## src/rtl/imm_pkg.sv

```systemverilog
// Shared opcodes, immediate classes and class-to-field-width mapping for the
// immediate generator (prefix support selected by IMM_PREFIX_EN).
package imm_pkg;

  localparam logic [4:0] OPC_PFX_DEF = 5'b00010;
  localparam logic [4:0] OPC_J       = 5'b00100;
  localparam logic [4:0] OPC_JR      = 5'b00101;
  localparam logic [4:0] OPC_JAL     = 5'b00110;
  localparam logic [4:0] OPC_JALR    = 5'b00111;
  localparam logic [4:0] OPC_ADDI    = 5'b01000;
  localparam logic [4:0] OPC_SUBI    = 5'b01001;
  localparam logic [4:0] OPC_XORI    = 5'b01010;
  localparam logic [4:0] OPC_ANDNI   = 5'b01011;
  localparam logic [4:0] OPC_ST      = 5'b10000;
  localparam logic [4:0] OPC_LD      = 5'b10001;
  localparam logic [4:0] OPC_SLBI    = 5'b10010;
  localparam logic [4:0] OPC_STU     = 5'b10011;
  localparam logic [4:0] OPC_LBI     = 5'b11000;

  typedef enum logic [2:0] {
    NONE   = 3'd0,
    SIMM5  = 3'd1,
    ZIMM5  = 3'd2,
    SIMM8  = 3'd3,
    ZIMM8  = 3'd4,
    SIMM11 = 3'd5
  } imm_cls_e;

  typedef enum logic {
    IDLE = 1'b0,
    PFX  = 1'b1
  } pfx_state_e;

  function automatic logic [3:0] cls_width(input imm_cls_e cls);
    case (cls)
      SIMM5, ZIMM5: cls_width = 4'd5;
      SIMM8, ZIMM8: cls_width = 4'd8;
      SIMM11:       cls_width = 4'd11;
      default:      cls_width = 4'd0;
    endcase
  endfunction

endpackage

```

## src/rtl/imm_decode.sv

```systemverilog
// Combinational opcode classifier: immediate class, masked raw field and
// signedness. The prefix opcode always classifies as NONE here.
module imm_decode
  import imm_pkg::*;
#(
  parameter logic [4:0] PFX_OPC = OPC_PFX_DEF
) (
  input  logic [4:0]  opc_i,
  input  logic [10:0] fld_i,
  output imm_cls_e    cls_o,
  output logic [10:0] raw_o,
  output logic        sgn_o
);

  always_comb begin
    cls_o = NONE;
    if (opc_i != PFX_OPC) begin
      casez (opc_i)
        OPC_ADDI, OPC_SUBI, OPC_ST, OPC_LD, OPC_STU: cls_o = SIMM5;
        OPC_XORI, OPC_ANDNI:                         cls_o = ZIMM5;
        5'b011??, OPC_LBI, OPC_JR, OPC_JALR:         cls_o = SIMM8;
        OPC_SLBI:                                    cls_o = ZIMM8;
        OPC_J, OPC_JAL:                              cls_o = SIMM11;
        default:                                     cls_o = NONE;
      endcase
    end
    raw_o = fld_i & ~(11'h7FF << cls_width(cls_o));
    sgn_o = (cls_o == SIMM5) || (cls_o == SIMM8) || (cls_o == SIMM11);
  end

endmodule

```

## src/rtl/imm_gen_pipe.sv

```systemverilog
// Registered immediate generator with valid/ready handshake. Defining
// IMM_PREFIX_EN adds the prefix FSM that supplies 11 upper immediate bits.
module imm_gen_pipe
  import imm_pkg::*;
#(
  parameter int         DATA_W  = 16,
  parameter logic [4:0] PFX_OPC = OPC_PFX_DEF
) (
  input  logic              clk,
  input  logic              rst_n,
  input  logic              in_valid,
  output logic              in_ready,
  input  logic [15:0]       in_instr,
  input  logic              flush,
  output logic              out_valid,
  input  logic              out_ready,
  output logic [DATA_W-1:0] out_imm,
  output logic [2:0]        out_cls,
  output logic [15:0]       out_instr,
  output logic              out_pfx_err
);

  imm_cls_e          cls;
  logic [10:0]       raw;
  logic              sgn;
  logic              accept;
  logic              is_pfx;
  logic              use_pfx;
  logic [4:0]        n_bits;
  logic [4:0]        msb;
  logic [31:0]       comb;
  logic [DATA_W-1:0] imm_d;

  logic              valid_q;
  logic [DATA_W-1:0] imm_q;
  imm_cls_e          cls_q;
  logic [15:0]       instr_q;

  imm_decode #(.PFX_OPC(PFX_OPC)) u_dec (
    .opc_i (in_instr[15:11]),
    .fld_i (in_instr[10:0]),
    .cls_o (cls),
    .raw_o (raw),
    .sgn_o (sgn)
  );

  assign in_ready = !valid_q || out_ready;
  assign accept   = in_valid && in_ready;

`ifdef IMM_PREFIX_EN
  pfx_state_e  state_q;
  logic [10:0] pfx_q;
  logic        pfx_err_q;

  assign is_pfx      = (in_instr[15:11] == PFX_OPC);
  assign use_pfx     = (state_q == PFX);
  assign out_pfx_err = pfx_err_q;
`else
  assign is_pfx      = 1'b0;
  assign use_pfx     = 1'b0;
  assign out_pfx_err = 1'b0;
`endif

  // Field is placed below any prefix bits, then extended from the top bit
  // of the combined width; bits above DATA_W simply fall off.
  always_comb begin
    comb   = 32'(raw);
    n_bits = 5'(cls_width(cls));
`ifdef IMM_PREFIX_EN
    if (use_pfx) begin
      comb   = comb | (32'(pfx_q) << cls_width(cls));
      n_bits = n_bits + 5'd11;
    end
`endif
    msb   = n_bits - 5'd1;
    imm_d = '0;
    if (cls != NONE) begin
      for (int i = 0; i < DATA_W; i++) begin
        imm_d[i] = (i < int'(n_bits)) ? comb[i] : (sgn & comb[msb]);
      end
    end
  end

  always_ff @(posedge clk) begin
    if (!rst_n) begin
      valid_q   <= 1'b0;
      imm_q     <= '0;
      cls_q     <= NONE;
      instr_q   <= '0;
`ifdef IMM_PREFIX_EN
      pfx_err_q <= 1'b0;
      state_q   <= IDLE;
      pfx_q     <= '0;
`endif
    end else if (flush) begin
      valid_q <= 1'b0;
`ifdef IMM_PREFIX_EN
      state_q <= IDLE;
`endif
    end else if (accept && !is_pfx) begin
      valid_q   <= 1'b1;
      imm_q     <= imm_d;
      cls_q     <= cls;
      instr_q   <= in_instr;
`ifdef IMM_PREFIX_EN
      pfx_err_q <= use_pfx && (cls == NONE);
      state_q   <= IDLE;
`endif
    end else begin
      if (out_ready) valid_q <= 1'b0;
`ifdef IMM_PREFIX_EN
      if (accept) begin
        pfx_q   <= in_instr[10:0];
        state_q <= PFX;
      end
`endif
    end
  end

  assign out_valid = valid_q;
  assign out_imm   = imm_q;
  assign out_cls   = cls_q;
  assign out_instr = instr_q;

endmodule

```

## config.mk

```make
export PLATFORM = sky130hd
export DESIGN_NAME = imm_gen_pipe
export DESIGN_NICKNAME = d
export VERILOG_FILES = /design/src/rtl/imm_pkg.sv /design/src/rtl/imm_decode.sv /design/src/rtl/imm_gen_pipe.sv
export SDC_FILE = /design/constraint.sdc
export NUM_CORES = 1
export LEC_CHECK = 0
export ABC_AREA = 1
export BUFFER_PORTS_ARGS = -buffer_cell sky130_fd_sc_hd__buf_2
export CORE_UTILIZATION = 52
export DETAILED_ROUTE_END_ITERATION = 7
export GPL_TIMING_DRIVEN = 0
export PLACE_DENSITY_LB_ADDON = 0.1
export SLEW_MARGIN = 20
export SYNTH_ARGS = -nofsm -noshare
export SYNTH_HDL_FRONTEND = slang
export SYNTH_SLANG_ARGS = --single-unit
```

## constraint.sdc

```tcl
create_clock -name clk -period 5.09 [get_ports clk]
set_clock_uncertainty 0.15 [all_clocks]
set_input_delay 0.509 -clock clk [delete_from_list [all_inputs] [get_ports clk]]
set_output_delay 0.509 -clock clk [all_outputs]
set_load 0.02 [all_outputs]
```

[Word-level counts from Yosys, hierarchy flattened]
Index checks and enable logic that the tools add are counted.
Word-level totals
  bits in registers: 36
  memories kept: 0
  latch bits: 0
  memory bits (read-only): 0
  memory bits (writable): 0
  bits of input ports: 21
Operators by class
  eq/ne operators: 20
  bitwise operators: 5
  reduce and logical (&&, ||, !) cells: 15
  divide/modulo/power cells: 0
  multiplexer cells: 23
  $add $sub $neg: 1
  order comparisons: 16
  multipliers: 0
  shift-type cells: 1
Operators by type and width (number)
  $lt A4 B4 Y1 const A: 7
  $eq A5 B5 Y1 const B: 5
  $eq A5 B3 Y1 const B: 4
  $eq A5 B4 Y1 const B: 4
  $mux W1: 18
  $lt A3 B4 Y1 const A: 4
  $mux W16: 1
  $pmux W3 S5: 1
  $pmux W4 S3: 1
  $and A11 B11 Y11: 1
  $not A11 Y11: 1
  $shl A11 B4 Y11 const A: 1
  $reduce_or A2 Y1: 5
  $eq A3 B2 Y1 const B: 3
  $lt A1 B4 Y1 const A: 2
  $lt A2 B4 Y1 const A: 2
  $eq A3 B3 Y1 const B: 2
  $lt A5 B6 Y1 const B: 1
  $bmux W1 S5: 1
  $ne A5 B2 Y1 const B: 1
  $reduce_or A5 Y1: 1
  $sub A4 B1 Y5 const B: 1
  $reduce_or A4 Y1: 1
  $eq A3 B1 Y1 const B: 1
  9 further kinds: 12

[Longest topological paths before layout]
Gate-level depths: netlist of run 1.
  depth in word-level cells: 15
  mapped depth: 18

[Modules after synthesis]
Synthesis of run 1 repeated with hierarchy kept, for this count alone.
Second synthesis, totals
  cells, all modules: 259
  area, all modules: 1783.0 µm²
Modules (own cells, without submodules)
  imm_gen_pipe: area an instance 1546.5 µm², cells an instance 208, times used 1, seq. area each 720.7 µm²
  imm_decode: area an instance 236.5 µm², cells an instance 51, times used 1, seq. area each 0.0 µm²

[Worst setup path after synthesis of run 1]
OpenSTA, ideal clock, no wires.
  path type: input to register
  start point: in in_instr[11]
  end point: reg imm_q[11], in the netlist out_imm[11]
  arrival: 1990 ps
  setup slack: 2817 ps
  path buffers: 0
  cell stages on the path: 17
  cells stage by stage: nor2_1 nand3_4 nand2_2 nand2_4 nand2_4 nand3_4 inv_2 ha_1 nand3_1 nand3_1 nand2_1 nand3_1 nand2_1 nand2_2 nand2_2 nand2_2 a21oi_1
Between the ends
  cells in the longest elaborated chain, start to end: 15
Ends and longest elaborated chain
  start, declared: line imm_gen_pipe.sv:13  | input logic [15:0] in_instr,
  $eq A5 B4 Y1, or another cell as far along: line imm_decode.sv:18  | casez (opc_i)
  $reduce_or A5 Y1, or another cell as far along: line imm_decode.sv:18
  $pmux W3 S5: line imm_decode.sv:18
  $mux W3 (*): line imm_decode.sv:17  | if (opc_i != PFX_OPC) begin
  $eq A3 B3 Y1, or another cell as far along: line imm_pkg.sv:35  | case (cls)
  $reduce_or A2 Y1: line imm_pkg.sv:35
  $pmux W4 S3: line imm_pkg.sv:35
  $shl A11 B4 Y11: line imm_decode.sv:27  | raw_o = fld_i & ~(11'h7FF << cls_width(cls_o));
  $not A11 Y11: line imm_decode.sv:27
  $and A11 B11 Y11: line imm_decode.sv:27
  $bmux W1 S5: line imm_gen_pipe.sv:79  | imm_d[i] = (i < int'(n_bits)) ? comb[i] : (sgn & comb[msb]);
  $mux W1 (not written as such): line imm_gen_pipe.sv:79
  $and A1 B1 Y1: line imm_gen_pipe.sv:79
  $mux W1: line imm_gen_pipe.sv:79
  $mux W16 (*): line imm_gen_pipe.sv:77  | if (cls != NONE) begin
  end signal, assigned: line imm_gen_pipe.sv:102  | imm_q <= imm_d;
  end, declared: line imm_gen_pipe.sv:35  | logic [DATA_W-1:0] imm_q;
Mark *: on every way between the ends. The rest lies on a longest branch, timed or not. The select of a mux whose other input is x is not followed.
A chain may end at the register's enable or synchronous reset.

[Worst setup path in the final report of run 1]
  start point: in in_instr[11]
  end point: reg imm_q[7], in the netlist out_imm[7]
Same word-level chain as after synthesis.

==> results.json, run 1 <==
{
  "syn_inst": 223,
  "die_x_um": 57.9,
  "p_total_uw": 643,
  "drive_gt1_share_pct": 30.3,
  "cts.repair.resized": 0,
  "rsz0062_at_grt": "false",
  "h-tree-depth": 2,
  "io-pin-count": 59,
  "cts_root_buf": "clkbuf_4",
  "cts.sinks": 36,
  "hold_path_class": "input port to flip-flop",
  "cts_setup_buffers": 0,
  "grt_pass1_vias": 1388,
  "status": "finished with violations",
  "synth_cell_types": 27,
  "cts_buffers": 5,
  "startpoint_type": "input port",
  "max_freq_mhz": 442,
  "end_kind": "flip-flop",
  "peakVddDrop_mv": 0.196,
  "cp_cell_sequence": "buf_2 > nor2_1 > nand3_4 > nand2_2 > nand2_4 > nand2_4 > nand3_4 > inv_2 > ha_1 > nand3_1 > nand3_1 > nand2_1 > nand3_1 > nand2_1 > nand2_2 > nand3_2 > nand3_1 > a21oi_1",
  "drv_cap": 0,
  "num_vias": 1619,
  "antenna_found_initial": 0,
  "clk-insertion-delay-late_ns": 0.32,
  "syn_area_mm2": 0.00163,
  "slew_violations": 0,
  "ant_nets": 0,
  "dr.first_iter.drc_count": 64,
  "cp_num_buf_inv": 2,
  "ctsHoldBuffers": 0,
  "syn2layout_area_growth_pct": 25.5,
  "synth_area_leaders": "dfxtp_1 44%, nand2_1 9.0%, a21oi_1 7.7%",
  "yosysWarnings": 0,
  "synth-seq-cells": 36,
  "finalHoldViolCount": 0,
  "setup_viol": 0,
  "synth_top_area_share_pct": 44.3,
  "failed_checks": "DRC",
  "grt_start_max_net_pins": 12,
  "drc": 4,
  "detailed_place_hpwl_um": 2770,
  "layout_commonest_cell": "buf_2",
  "dieArea_mm2": 0.00335,
  "tritoncts": "done",
  "cts.clk_slew.worst_paths_ns": 0.09,
  "cts.path.max_buffers": 2,
  "antenna_cells": 0,
  "required_ns": 5.14,
  "final_cell_mix": "58 x buf_2, 39 x nand2_1, 36 x dfxtp_1",
  "placed_cell_area_mm2": 0.00194,
  "cpMostUsedCell": "nand3_1",
  "synth_nets": 246,
  "grt_pass1_wl_um": 6150,
  "finalSetupTns_ns": 0,
  "drt_pass1_iterations": 7,
  "drt-total-wl_um": 3660,
  "synth_ff_type": "dfxtp_1",
  "worstSetupPathType": "input port to flip-flop",
  "crit_path_top_delay_cell": "nor2_1",
  "final_cells": 318,
  "stdcell_area_mm2": 0.00204,
  "syn_area_per_cell_um2": 7.29,
  "start_util_pct": 57.0,
  "yosysSeqAreaShare_pct": 44.3,
  "track_usage_pct": 24.1,
  "globalplace.congestion": 0.866,
  "finalNetCount": 309,
  "synth-edff-count": 0,
  "yosysTopAreaCell": "dfxtp_1",
  "rows": 19,
  "total_leakage_power_nw": 1.05,
  "critPathTopFamily": "simple AND/OR/NAND/NOR gates",
  "critPathMaxStageDelay_ns": 0.18,
  "async_reset_ff_share_pct": 0,
  "arrival_ns": 2.32,
  "core_mm2": 0.00285,
  "place_inst": 310,
  "wire_per_inst_um": 11.5,
  "fin_crit_ns": 2.26,
  "viasPerCell": 5.09,
  "die_h_um": 57.9,
  "period_share_pct": 44.5,
  "p_per_area_mw_per_mm2": 315,
  "critPathMaxFanout": 10,
  "io_buffers": 56,
  "grt_overflow": 0
}
-- final cells by class --
type | count | area, um^2
tap | 31 | 38.8
inverter | 21 | 78.8
sequential | 36 | 721
timing repair buffer | 56 | 280
buffer | 10 | 43.8
multi-input combinational | 156 | 782
clock inverter | 1 | 30.0
clock buffer | 7 | 65.1
fill | 258 | 813
-- metrics by stage --
stage	worst slack [ns]	hold slack, ns	utilization (%)
2_1_floorplan	2.82	0.391	-
3_3_place_gp	2.52	0.300	68.2
3_5_place_dp	2.48	0.304	68.2
4_1_cts	2.83	0.200	71.5
5_1_grt	2.62	0.196	71.5
6_report	2.83	0.208	71.5
-- per-layer routing --
layer  vias to the layer above  global-route usage, %  wire, um
met5                         -                      0         0
met2                        63                   36.1      1590
met4                         0                   6.12        18
met3                         4                   8.04       263
met1                       706                   33.6      1780
li1                        846                      -         -
-- Yosys cell counts (2+ instances only) --
cell type / count
nand2_1: 39
o211ai_1: 2
o21ai_0: 16
nand3_4: 2
clkbuf_1: 6
inv_2: 5
ha_1: 2
nor2_2: 2
nand2_2: 4
dfxtp_1: 36
nor2_1: 33
nand3_1: 19
a21oi_1: 25
nand2_4: 3
buf_2: 2
clkinv_1: 2
inv_1: 14
nand3_2: 2
-- sequential cells by signal, indices dropped and copies added (netlist names) --
register	count
out_valid	1
out_cls	3
out_imm	16
out_instr	16
-- logic make-up (layout without fill, tap and decap cells) --
family	after synthesis	after routing	synth area share (%)
buffers and inverters	31	95	7.54
and+or+nand+nor	108	108	31.8
AOI/OAI and AO/OA	45	45	14.5
adders and majority gates	2	2	1.54
other	1	1	0.231
DFF	36	36	44.3
-- where the power goes --
group | switching (mW) | internal [mW]
registers | 0.00651 | 0.297
logic | 0.0797 | 0.0396
clock network | 0.0897 | 0.130
total | 0.176 | 0.467
-- path summary, 6_finish.rpt --
| path | startpoint | end | slack [ns] | cells past startpoint |
|---|---|---|---|---|
| setup reg to reg | out_valid$_SDFFE_PP0P_ | out_imm[4]$_SDFFE_PN0P_ | 3.18 | 8 |
| hold reg to reg | out_imm[11]$_SDFFE_PN0P_ | out_imm[11]$_SDFFE_PN0P_ | 0.31 | 2 |
| hold / removal | flush | out_valid$_SDFFE_PP0P_ | 0.21 | 2 |
| setup / recovery | in_instr[11] | out_imm[7]$_SDFFE_PN0P_ | 2.83 | 18 |
Note: power is estimated with default switching activity, not from simulation.
==> inputs of run 2 (changes only) <==
--- a/config.mk
+++ b/config.mk
@@ -7,7 +7,7 @@
 export LEC_CHECK = 0
 export ABC_AREA = 1
 export BUFFER_PORTS_ARGS = -buffer_cell sky130_fd_sc_hd__buf_2
-export CORE_UTILIZATION = 52
+export CORE_UTILIZATION = 44
 export DETAILED_ROUTE_END_ITERATION = 7
 export GPL_TIMING_DRIVEN = 0
 export PLACE_DENSITY_LB_ADDON = 0.1
==> constraint.sdc (replaced) <==
create_clock -name clk -period 1.95 [get_ports clk]
set_clock_uncertainty 0.15 [all_clocks]
set_input_delay 0.195 -clock clk [delete_from_list [all_inputs] [get_ports clk]]
set_output_delay 0.195 -clock clk [all_outputs]
set_load 0.02 [all_outputs]
==> run 2 against run 1 <==
  * The flow now finishes without violations
  * Final cell count is 8.8% higher
  * Combinational power grew to 3.0 times the previous value
  * Critical endpoint is now out_imm[8]$_SDFFE_PN0P_
  * Die area is 18% higher
  * Count of clock-buffer cells in the layout stayed put
  * Highest routed layer unchanged
  * Via count is 2.3% higher
  * Cell area is 8.6% higher
  * Sequential cell count stayed put
  * Critical path depth is 1 lower
  * Wire length is 11% higher
==> results.json, run 2 (synthesis gave the netlist of run 1 again) <==
{
  "cts.path.max_buffers": 2,
  "grt_start_max_net_pins": 12,
  "cts_root_buf": "clkbuf_8",
  "dieArea_mm2": 0.00394,
  "final_cells": 346,
  "ant_nets": 0,
  "syn2layout_area_growth_pct": 36.3,
  "grt_pass1_vias": 1465,
  "status": "finished, final reports clean",
  "p_total_mw": 1.69,
  "whs_ns": 0.00241,
  "antenna_found_initial": 0,
  "finalNetCount": 322,
  "slew_violations": 0,
  "final_cell_mix": "55 x buf_2, 38 x nand2_1, 36 x dfxtp_1",
  "drt-total-wl_um": 4050,
  "hold_depth": 3,
  "worstRegToRegCells": 8,
  "dr.first_iter.drc_count": 101,
  "h-tree-depth": 2,
  "cts_buffers": 5,
  "wire_per_inst_um": 11.7,
  "total_leakage_power_nw": 1.12,
  "viasPerCell": 4.79,
  "p_per_area_mw_per_mm2": 765,
  "clk-insertion-delay-late_ns": 0.29,
  "hold_path_class": "input port to flip-flop",
  "core_mm2": 0.00344,
  "drc": 0,
  "tritoncts": "done",
  "cts.sinks": 36,
  "peakVddDrop_mv": 0.458,
  "place_inst": 325,
  "startpoint_type": "input port",
  "finalHoldViolCount": 0,
  "die_h_um": 62.8,
  "io-pin-count": 59,
  "period_share_pct": 94.9,
  "drt_pass1_iterations": 4,
  "grt_pass1_wl_um": 6530,
  "start_util_pct": 47.2,
  "critPathMaxFanout": 5,
  "final_util_pct": 64.3,
  "antenna_cells": 0,
  "max_freq_mhz": 540,
  "fin_crit_ns": 1.85,
  "detailed_place_hpwl_um": 2820,
  "io_buffers": 56,
  "rows": 21,
  "layout_commonest_cell": "buf_2",
  "cts.clk_slew.worst_paths_ns": 0.07,
  "required_ns": 2.03,
  "setup_viol": 0,
  "globalplace.congestion": 0.835,
  "grt_overflow": 0,
  "worstSetupPathType": "input port to flip-flop",
  "drv_cap": 0,
  "end_kind": "flip-flop",
  "die_x_um": 62.8,
  "track_usage_pct": 21.0,
  "num_vias": 1657,
  "arrival_ns": 1.93,
  "drive_gt1_share_pct": 36.3
}
run 2: cell count changes in the layout (fill, tap and decap cells not counted), moves of 2 or more:
cell	delta
inv_4	+2
buf_2	-3
nor2_1	-3
nor2_2	+2
buf_4	+15
clkinvlp_4	+2
clkbuf_4	-5
clkbuf_8	+4
inv_1	-3
run 2: power by group:
part	leakage (nW)	total, mW	switching [mW]	internal [mW]
clock	0.0445	0.551	0.264	0.287
combinational	0.776	0.352	0.223	0.129
sequential	0.294	0.791	0.0171	0.774
total	1.12	1.70	0.505	1.19
run 2: final timing paths:
kind / from / to / slack [ns]
setup / recovery: in_instr[13] / out_imm[8]$_SDFFE_PN0P_ / 0.1
hold reg to reg: out_imm[9]$_SDFFE_PN0P_ / out_imm[9]$_SDFFE_PN0P_ / 0.31
setup reg to reg: out_valid$_SDFFE_PP0P_ / out_instr[10]$_SDFFE_PN0P_ / 0.21
hold / removal: in_instr[0] / out_instr[0]$_SDFFE_PN0P_ / 0.002
run 2: routing by layer:
metal	routed length [um]	global-route usage (%)
met3	282	4.01
met1	1960	29.4
met2	1740	31.1
met4	59	9.59
met5	0	0
run 2: cell type report:
type | count | area [um^2]
multi-input combinational | 156 | 823
clock buffer | 7 | 86.3
sequential | 36 | 721
tap | 46 | 57.6
buffer | 10 | 46.3
clock inverter | 1 | 7.51
timing repair buffer | 69 | 385
inverter | 21 | 87.6
fill | 322 | 1230
run 2: repair_timing:
action / in CTS / in global routing
pin swaps: 1 / 7
setup buffers: 0 / 12
resized for setup: 0 / 20
endpoints found under the hold margin: 1 / 0
hold buffers: 1 / 0
endpoints found under the setup margin: 2 / 23
run 2: per-stage QoR:
stage,TNS (ns),worst slack [ns],instance area (um^2)
floorplan,0,0.0370,1630
global route,-0.0672,-0.0551,2210
finish,0,0.0989,2210
detailed placement,-3.23,-0.306,1970
global placement,-3.01,-0.288,1970
CTS,0,0.000621,2070
run 2: critical path, cell delays in order:
cell,delay [ns]
buf_4,0.14
nor2_2,0.16
nand3_1,0.12
nand3_1,0.13
nand2_4,0.07
nand3_4,0.09
inv_4,0.05
ha_4,0.16
nand3_2,0.07
nand3_1,0.08
nand2_1,0.06
nand3_1,0.07
nand2_1,0.09
nand2_2,0.08
nand2_2,0.10
nand3b_1,0.11
a21oi_2,0.14
